File: config.mk
export PLATFORM = sky130hd
export DESIGN_NAME = imem_sync
export DESIGN_NICKNAME = d
export VERILOG_FILES = /design/src/rtl/lc2k_pkg.sv /design/src/rtl/imem_ram.sv /design/src/rtl/imem_sync.sv
export SDC_FILE = /design/constraint.sdc
export NUM_CORES = 2
export LEC_CHECK = 0
export ABC_AREA = 1
export BUFFER_PORTS_ARGS = -buffer_cell sky130_fd_sc_hd__buf_4
export CAP_MARGIN = 0
export CORE_UTILIZATION = 40
export CTS_CLUSTER_SIZE = 16
export DETAILED_ROUTE_END_ITERATION = 10
export PLACE_DENSITY = 0.51
export SLEW_MARGIN = 20
export SYNTH_ARGS = -nofsm -noshare
export SYNTH_HDL_FRONTEND = slang
export SYNTH_SLANG_ARGS = --single-unit
export TNS_END_PERCENT = 30
File: constraint.sdc
create_clock -name clk -period 4.1 [get_ports clk]
set_input_delay 0.82 -clock clk [delete_from_list [all_inputs] [get_ports clk]]
set_output_delay 0.82 -clock clk [all_outputs]
set_load 0.05 [all_outputs]
File: src/rtl/lc2k_pkg.sv
// rtl/lc2k_pkg.sv - shared LC2K constants, opcodes and instruction-memory FSM states
package lc2k_pkg;

  // LC2K halt: opcode 6 in bits 24:22, all other fields zero
  localparam logic [31:0] HALT_WORD_DEFAULT = 32'd25165824;

  typedef enum logic [2:0] {
    OP_ADD  = 3'd0,
    OP_NOR  = 3'd1,
    OP_LW   = 3'd2,
    OP_SW   = 3'd3,
    OP_BEQ  = 3'd4,
    OP_JALR = 3'd5,
    OP_HALT = 3'd6,
    OP_NOOP = 3'd7
  } lc2k_op_e;

  typedef enum logic {
    ST_RUN  = 1'b0,
    ST_LOAD = 1'b1
  } imem_state_e;

  // Packs an LC2K word: opcode[24:22], regA[21:19], regB[18:16], low field[15:0]
  function automatic logic [31:0] lc2k_encode(lc2k_op_e op, logic [2:0] ra,
                                              logic [2:0] rb, logic [15:0] lo);
    return {7'd0, op, ra, rb, lo};
  endfunction

endpackage

File: src/rtl/imem_ram.sv
// rtl/imem_ram.sv - single-write, single synchronous-read instruction word storage
module imem_ram #(
  parameter int DEPTH = 64,
  parameter int AW    = $clog2(DEPTH)
) (
  input  logic          clk,
  input  logic          we,
  input  logic [AW-1:0] waddr,
  input  logic [31:0]   wdata,
  input  logic          re,
  input  logic [AW-1:0] raddr,
  output logic [31:0]   rdata
);

  // Contents carry no reset so a program survives rst_n pulses
  logic [31:0] mem [DEPTH];

  // Read-first port: a same-edge write is seen by the following read only
  always_ff @(posedge clk) begin
    if (we) mem[waddr] <= wdata;
    if (re) rdata <= mem[raddr];
  end

endmodule

File: src/rtl/imem_sync.sv
// rtl/imem_sync.sv - loadable LC2K instruction memory with valid/ready fetch port
module imem_sync
  import lc2k_pkg::*;
#(
  parameter int          DEPTH     = 64,
  parameter int          PC_W      = 32,
  parameter logic [31:0] HALT_WORD = HALT_WORD_DEFAULT
) (
  input  logic                     clk,
  input  logic                     rst_n,
  input  logic                     loadEn,
  input  logic                     ldValid,
  input  logic [$clog2(DEPTH)-1:0] ldAddr,
  input  logic [31:0]              ldData,
  input  logic                     reqValid,
  output logic                     reqReady,
  input  logic [PC_W-1:0]          pcCurrent,
  output logic                     rspValid,
  input  logic                     rspReady,
  output logic [31:0]              instr,
  output logic                     fault
);

  localparam int AW = $clog2(DEPTH);

  imem_state_e state, state_nxt;
  logic        accept;
  logic        oob;
  logic        rsp_free;
  logic        fault_q;
  logic [31:0] ram_rdata;

  // Response slot can take new data when empty or being drained this cycle
  assign rsp_free = !rspValid || rspReady;
  assign reqReady = (state == ST_RUN) && rsp_free && !loadEn;
  assign accept   = reqValid && reqReady;
  // Compare the whole PC so high bits never alias onto a valid word
  assign oob      = 64'(pcCurrent) >= 64'(DEPTH);

  imem_ram #(.DEPTH(DEPTH), .AW(AW)) u_ram (
    .clk   (clk),
    .we    (state == ST_LOAD && ldValid),
    .waddr (ldAddr),
    .wdata (ldData),
    .re    (accept && !oob),
    .raddr (pcCurrent[AW-1:0]),
    .rdata (ram_rdata)
  );

  // State register and response slot; response is dropped outright on reset
  always_ff @(posedge clk or negedge rst_n) begin
    if (!rst_n) begin
      state    <= ST_RUN;
      rspValid <= 1'b0;
      fault_q  <= 1'b0;
    end else begin
      state <= state_nxt;
      if (accept) begin
        rspValid <= 1'b1;
        fault_q  <= oob;
      end else if (rspReady) begin
        rspValid <= 1'b0;
      end
    end
  end

  // Enter LOAD only once no response is left stranded; leave when loadEn drops
  always_comb begin
    state_nxt = state;
    case (state)
      ST_RUN:  if (loadEn && rsp_free) state_nxt = ST_LOAD;
      ST_LOAD: if (!loadEn)            state_nxt = ST_RUN;
      default: state_nxt = ST_RUN;
    endcase
  end

  // Outputs are zero with no response, so reset clears instr without touching the RAM
  always_comb begin
    instr = 32'd0;
    fault = 1'b0;
    if (rspValid) begin
      fault = fault_q;
      instr = fault_q ? HALT_WORD : ram_rdata;
    end
  end

endmodule

; ---- Word level (Yosys, flattened, before mapping)
; Memory sizes are Yosys's and may differ from the RTL's. A register that Yosys moved wholly into a read port is not among the register bits.
; Index checks and enable logic that the tools add are counted.
[totals]
elab_cells = 27
register_bits = 3
ramBits = 2048
mem_count = 1
out_inout_bits = 35
[classes]
n_reduce_logical = 11
bitwise = 1
mux = 10
magnitude_cmp = 1
[memory_table]
columns = memory, depth, width, rd, rd_ports_with_merged_regs, write_ports, line
row1 = u_ram.mem, 64, 32, 1, 1, 1, imem_ram.sv:16  ; logic [31:0] mem [DEPTH];
[op_table]
columns = cell, n
row1 = two-way mux 32 bit, 2
row2 = ">= comparator 32 x 7 -> 1 bit, second input constant", 1
row3 = two-way mux 1 bit, 7
row4 = logical AND 1 bit, 6
row5 = zero test 1 bit, 3
row6 = one-hot mux 1 bit (2 select lines), 1
row7 = nonzero test 2 bit, 1
row8 = logical OR 1 bit, 1
row9 = inverter 1 bit, 1

; ---- Longest topological paths before layout
[logic_depth]
ltp_word = 6
mapped_depth = 13
depth_no_buf = 9

; ---- Modules after synthesis
; Synthesis repeated with hierarchy kept, for this count alone.
[unflattened]
hier_cells = 6886
hier_area_um2 = 83596.4
[by_module_without_submodules]
columns = module, cells_per_inst, n_inst, area_each_um2
row1 = imem_ram, 6769, 1, 83058.4
row2 = imem_sync, 117, 1, 538.0

; ---- Least setup slack after synthesis
; No wires, ideal clock.
[synth_timing]
path_type = input to register
start = input rspReady
end = register u_ram.rdata[0] (read register of u_ram.mem) (enable)
path_buffers = 0
path_stages = 5
setup_ns = 0.393
setup_slack_ns = 0.533
t_required_ns = 3.707
arrival_time_ns = 3.174
path_cell_list = nor2_1 -> nor3_1 -> nand2_1 -> nor3_1 -> and2_1
[synth_between]
elab_chain_cells = 5
[synth_rtl]
columns = item, line
row1 = "start, declared", imem_sync.sv:19  ; input logic rspReady,
row2 = logical OR 1 bit, imem_sync.sv:34  ; assign rsp_free = !rspValid || rspReady;
row3 = logical AND 1 bit (2 in a row), imem_sync.sv:35  ; assign reqReady = (state == ST_RUN) && rsp_free && !loadEn;
row4 = net reqReady, imem_sync.sv:16  ; output logic reqReady,
row5 = logical AND 1 bit, imem_sync.sv:36  ; assign accept = reqValid && reqReady;
row6 = logical AND 1 bit, imem_sync.sv:45  ; .re (accept && !oob),
row7 = net u_ram.re, imem_ram.sv:10  ; input logic re,
row8 = "end, declared", imem_ram.sv:12  ; output logic [31:0] rdata
; The timed path passes the listed nets, and every way through them passes these cells.
; A chain may end at the register's enable or synchronous reset.

; ---- Worst setup path after layout
[layout_timing]
start = register rspValid
end = output instr[8]
[layout_between]
elab_chain_cells = 1
[layout_rtl]
columns = item, line
row1 = "start, declared", imem_sync.sv:18  ; output logic rspValid,
row2 = "start signal, assigned", imem_sync.sv:54  ; rspValid <= 1'b0;
row3 = "start signal, assigned", imem_sync.sv:59  ; rspValid <= 1'b1;
row4 = "start signal, assigned", imem_sync.sv:62  ; rspValid <= 1'b0;
row5 = two-way mux 32 bit, imem_sync.sv:81  ; if (rspValid) begin
row6 = "end, declared", imem_sync.sv:20  ; output logic [31:0] instr,
; Every way passes these cells.

==> qor.yml <==
dp.cells: 9542
avgSynthCellArea_sq_um: 12.2
ctsResizeCount: 0
io_pins: 111
p_int_mw: 34.7
syn_nets: 6941
timing.rr.start: "rspValid$_DFFE_PN0P_"
worst_pin_slew_ps: 1090
grt_pass1_wl_um: 378000
postRouteAntennaNets: 0
drv_cap: 0
yosys_warnings: 0
total_power_mw: 44.9
layout.nets: 7048
clock_latency_ps: 860
cp_top_family: "simple AND/OR/NAND/NOR gates"
power_frac_seq_pct: 52.3
p_comb_share_pct: 6.0
r2r_slack_ps: 1370
ys_types: 19
crit_path_top_delay_cell: "nor2_1"
cpPeakStageDelay_ps: 700
startpoint_type: "register"
final.setup.worst_slack_ps: 371
path_depth: 3
cts_root_buf: "clkbuf_16"
switching_power_mw: 10.2
drtIter0Drc: 6093
drive_gt1_share_pct: 9.74
min-delay-start: "loadEn"
die_w_um: 459
whs_ps: 216
syn_to_final_growth_pct: 14.2
worstPathCellList: "nand2_2, nor2_1, buf_4"
track_usage_pct: 24.9
leakagePower_nw: 33.5
ys_seq_area_share_pct: 74.8
dpl.hpwl_um: 137000
firstDrtPassIters: 6
drc_errors: 0
path_clk_slew_ps: 60
critPathKind: "register to output pin"
place_congestion: 0.818
antenna_found_initial: 8
period_needed_ps: 3730
ys_ff_latch: 2083
relSlewSlack_pct: 27.5
r2r_cells: 7
setup.worst_path.start: "rspValid$_DFFE_PN0P_"
postCtsHoldBufs: 1
min_period_over_period_pct: 91.0
required_ps: 3280
tns_ps: 0
gr-total-overflow: 0
utilization_pct: 46.0
status: "finished, final reports clean"
cts_buffers: 215
port_buffers: 110
skew_ps: 27.1
powerDensity_nw_per_um2: 470
grt_max_degree: 200
min_path_type: "input port to register"
pwr-share-clk_pct: 41.7
placed_area_sq_um: 88800
die_area_sq_um: 211000
slew_violations: 0
vias: 54900
wl_per_cell_um: 26.7
cts_buffer_depth: 3
ir_drop_mv: 0.371
endpoint_kind: "output pin"
routed_wirelength_um: 265000
swShare_pct: 22.6
first_global_vias: 51200
htree_levels: 4
rsz0062_at_grt: "false"
syn_area_sq_um: 83500
hold_viol: 0
clock-sinks: 2083
crit_arrival_ps: 2910
setup_viol: 0
r2r-end: "u_ram.rdata[11]$_DFFE_PP_"
num_rows: 167
cts_tree: "done"
initial_core_util_pct: 40.3
netlist_instances: 6865
max_freq_mhz: 268
fin_area_sq_um: 95400
place_ws_ps: 723
viasPerCell: 5.53
core_sq_um: 207000
cp_max_fo: 25
postCtsSetupRepairBufs: 0
die_height_um: 459
layout.cells.non_filler: 9931
crit_buf_inv: 1
crit_end: "instr[8]"
## worst min-delay path by stage
stage / end / slack, ps / cells past startpoint
final: state$_DFF_PN0_ / 220 / 3
after global routing: state$_DFF_PN0_ / 190 / 3
after detailed placement: state$_DFF_PN0_ / 520 / 2
after floorplan: state$_DFF_PN0_ / 490 / 2
after CTS: state$_DFF_PN0_ / 150 / 3
after global placement: state$_DFF_PN0_ / 520 / 2
## sequential cells by signal, summed over array words and instances (netlist names)
register     count
u_ram.mem     2048
u_ram.rdata     32
fault_q          1
rspValid         1
state            1
## cells in the final DEF, fill, tap and decap left out
| cell type | synthesis | final |
|---|---|---|
| clkinv_2 | 0 | 38 |
| dfrtp_1 | 3 | 3 |
| nand2_2 | 0 | 1 |
| nor2_4 | 0 | 64 |
| a21oi_1 | 1 | 1 |
| nand3_1 | 1914 | 1914 |
| nand2_1 | 2248 | 2247 |
| clkinv_1 | 0 | 46 |
| diode_2 | 0 | 5 |
| buf_6 | 22 | 1 |
| inv_6 | 0 | 5 |
| buf_8 | 1 | 3 |
| clkinv_4 | 0 | 4 |
| and2_2 | 0 | 1 |
| inv_1 | 45 | 42 |
| clkbuf_16 | 0 | 220 |
| buf_12 | 0 | 79 |
| buf_4 | 36 | 254 |
| o21ai_0 | 1 | 1 |
| bufinv_16 | 0 | 13 |
| edfxtp_1 | 2080 | 2080 |
| nor2_1 | 109 | 45 |
| inv_16 | 0 | 2 |
| dlygate4sd3_1 | 0 | 1 |
| clkbuf_1 | 91 | 51 |
| clkinvlp_4 | 0 | 4 |
| nand4_1 | 10 | 10 |
| clkinv_8 | 0 | 3 |
| inv_8 | 0 | 3 |
| nor3_1 | 2 | 2 |
## power groups by stage
stage / clock, mW / combinational [mW] / sequential [mW]
floorplan: 0 / 1.42 / 23.9
global placement: 0 / 2.66 / 23.9
detailed placement: 0 / 2.68 / 23.9
CTS: 19.0 / 2.69 / 23.5
global route: 19.8 / 2.90 / 23.5
finish: 18.7 / 2.67 / 23.5
## logic make-up after synthesis
logic type,share of synthesized area [%]
flops,74.8
compound gates,0.0120
buf+inv,2.99
simple gates,22.1
## per-layer routing
| metal | up-vias | track usage [%] | routed length, um |
|---|---|---|---|
| met4 | 4 | 6.66 | 6440 |
| met3 | 345 | 3.62 | 18000 |
| met1 | 27800 | 35.6 | 116000 |
| li1 | 24600 | - | - |
| met2 | 2039 | 39.7 | 125000 |
| met5 | - | 0 | 31 |
## cell usage after synthesis
library cell / count / share of area, %
clkbuf_1: 91 / 0.41
a21oi_1: 1 / 0.0060
o21ai_0: 1 / 0.0060
inv_2: 2 / 0.0090
edfxtp_1: 2080 / 75
nor3_1: 2 / 0.012
nor2_1: 109 / 0.49
inv_1: 45 / 0.20
buf_8: 1 / 0.018
dfrtp_1: 3 / 0.090
buf_2: 257 / 1.5
nand3_1: 1914 / 11
buf_1: 41 / 0.18
buf_6: 22 / 0.30
buf_4: 36 / 0.32
inv_4: 1 / 0.0075
nand4_1: 10 / 0.075
nand2_1: 2248 / 10
and2_1: 1 / 0.0075
## worst reg2reg max path, delay by kind of cell (launching register included)
kind,cells,cell delay (ps)
flip-flops,1,440
buffers and inverters,2,720
AND/OR/NAND/NOR,5,1110
## layout make-up
type                            instances  area, sq um
Antenna cell                            5         12.5
Clock buffer                          271         5700
Timing Repair Buffer                  338         3550
Tap cell                             2788         3490
Multi-Input combinational cell       4286        19000
Clock inverter                        112          925
Sequential cell                      2083        62500
Inverter                               48          218
Fill cell                           18700       112000
No activity file was read; power rests on OpenSTA's default activity.
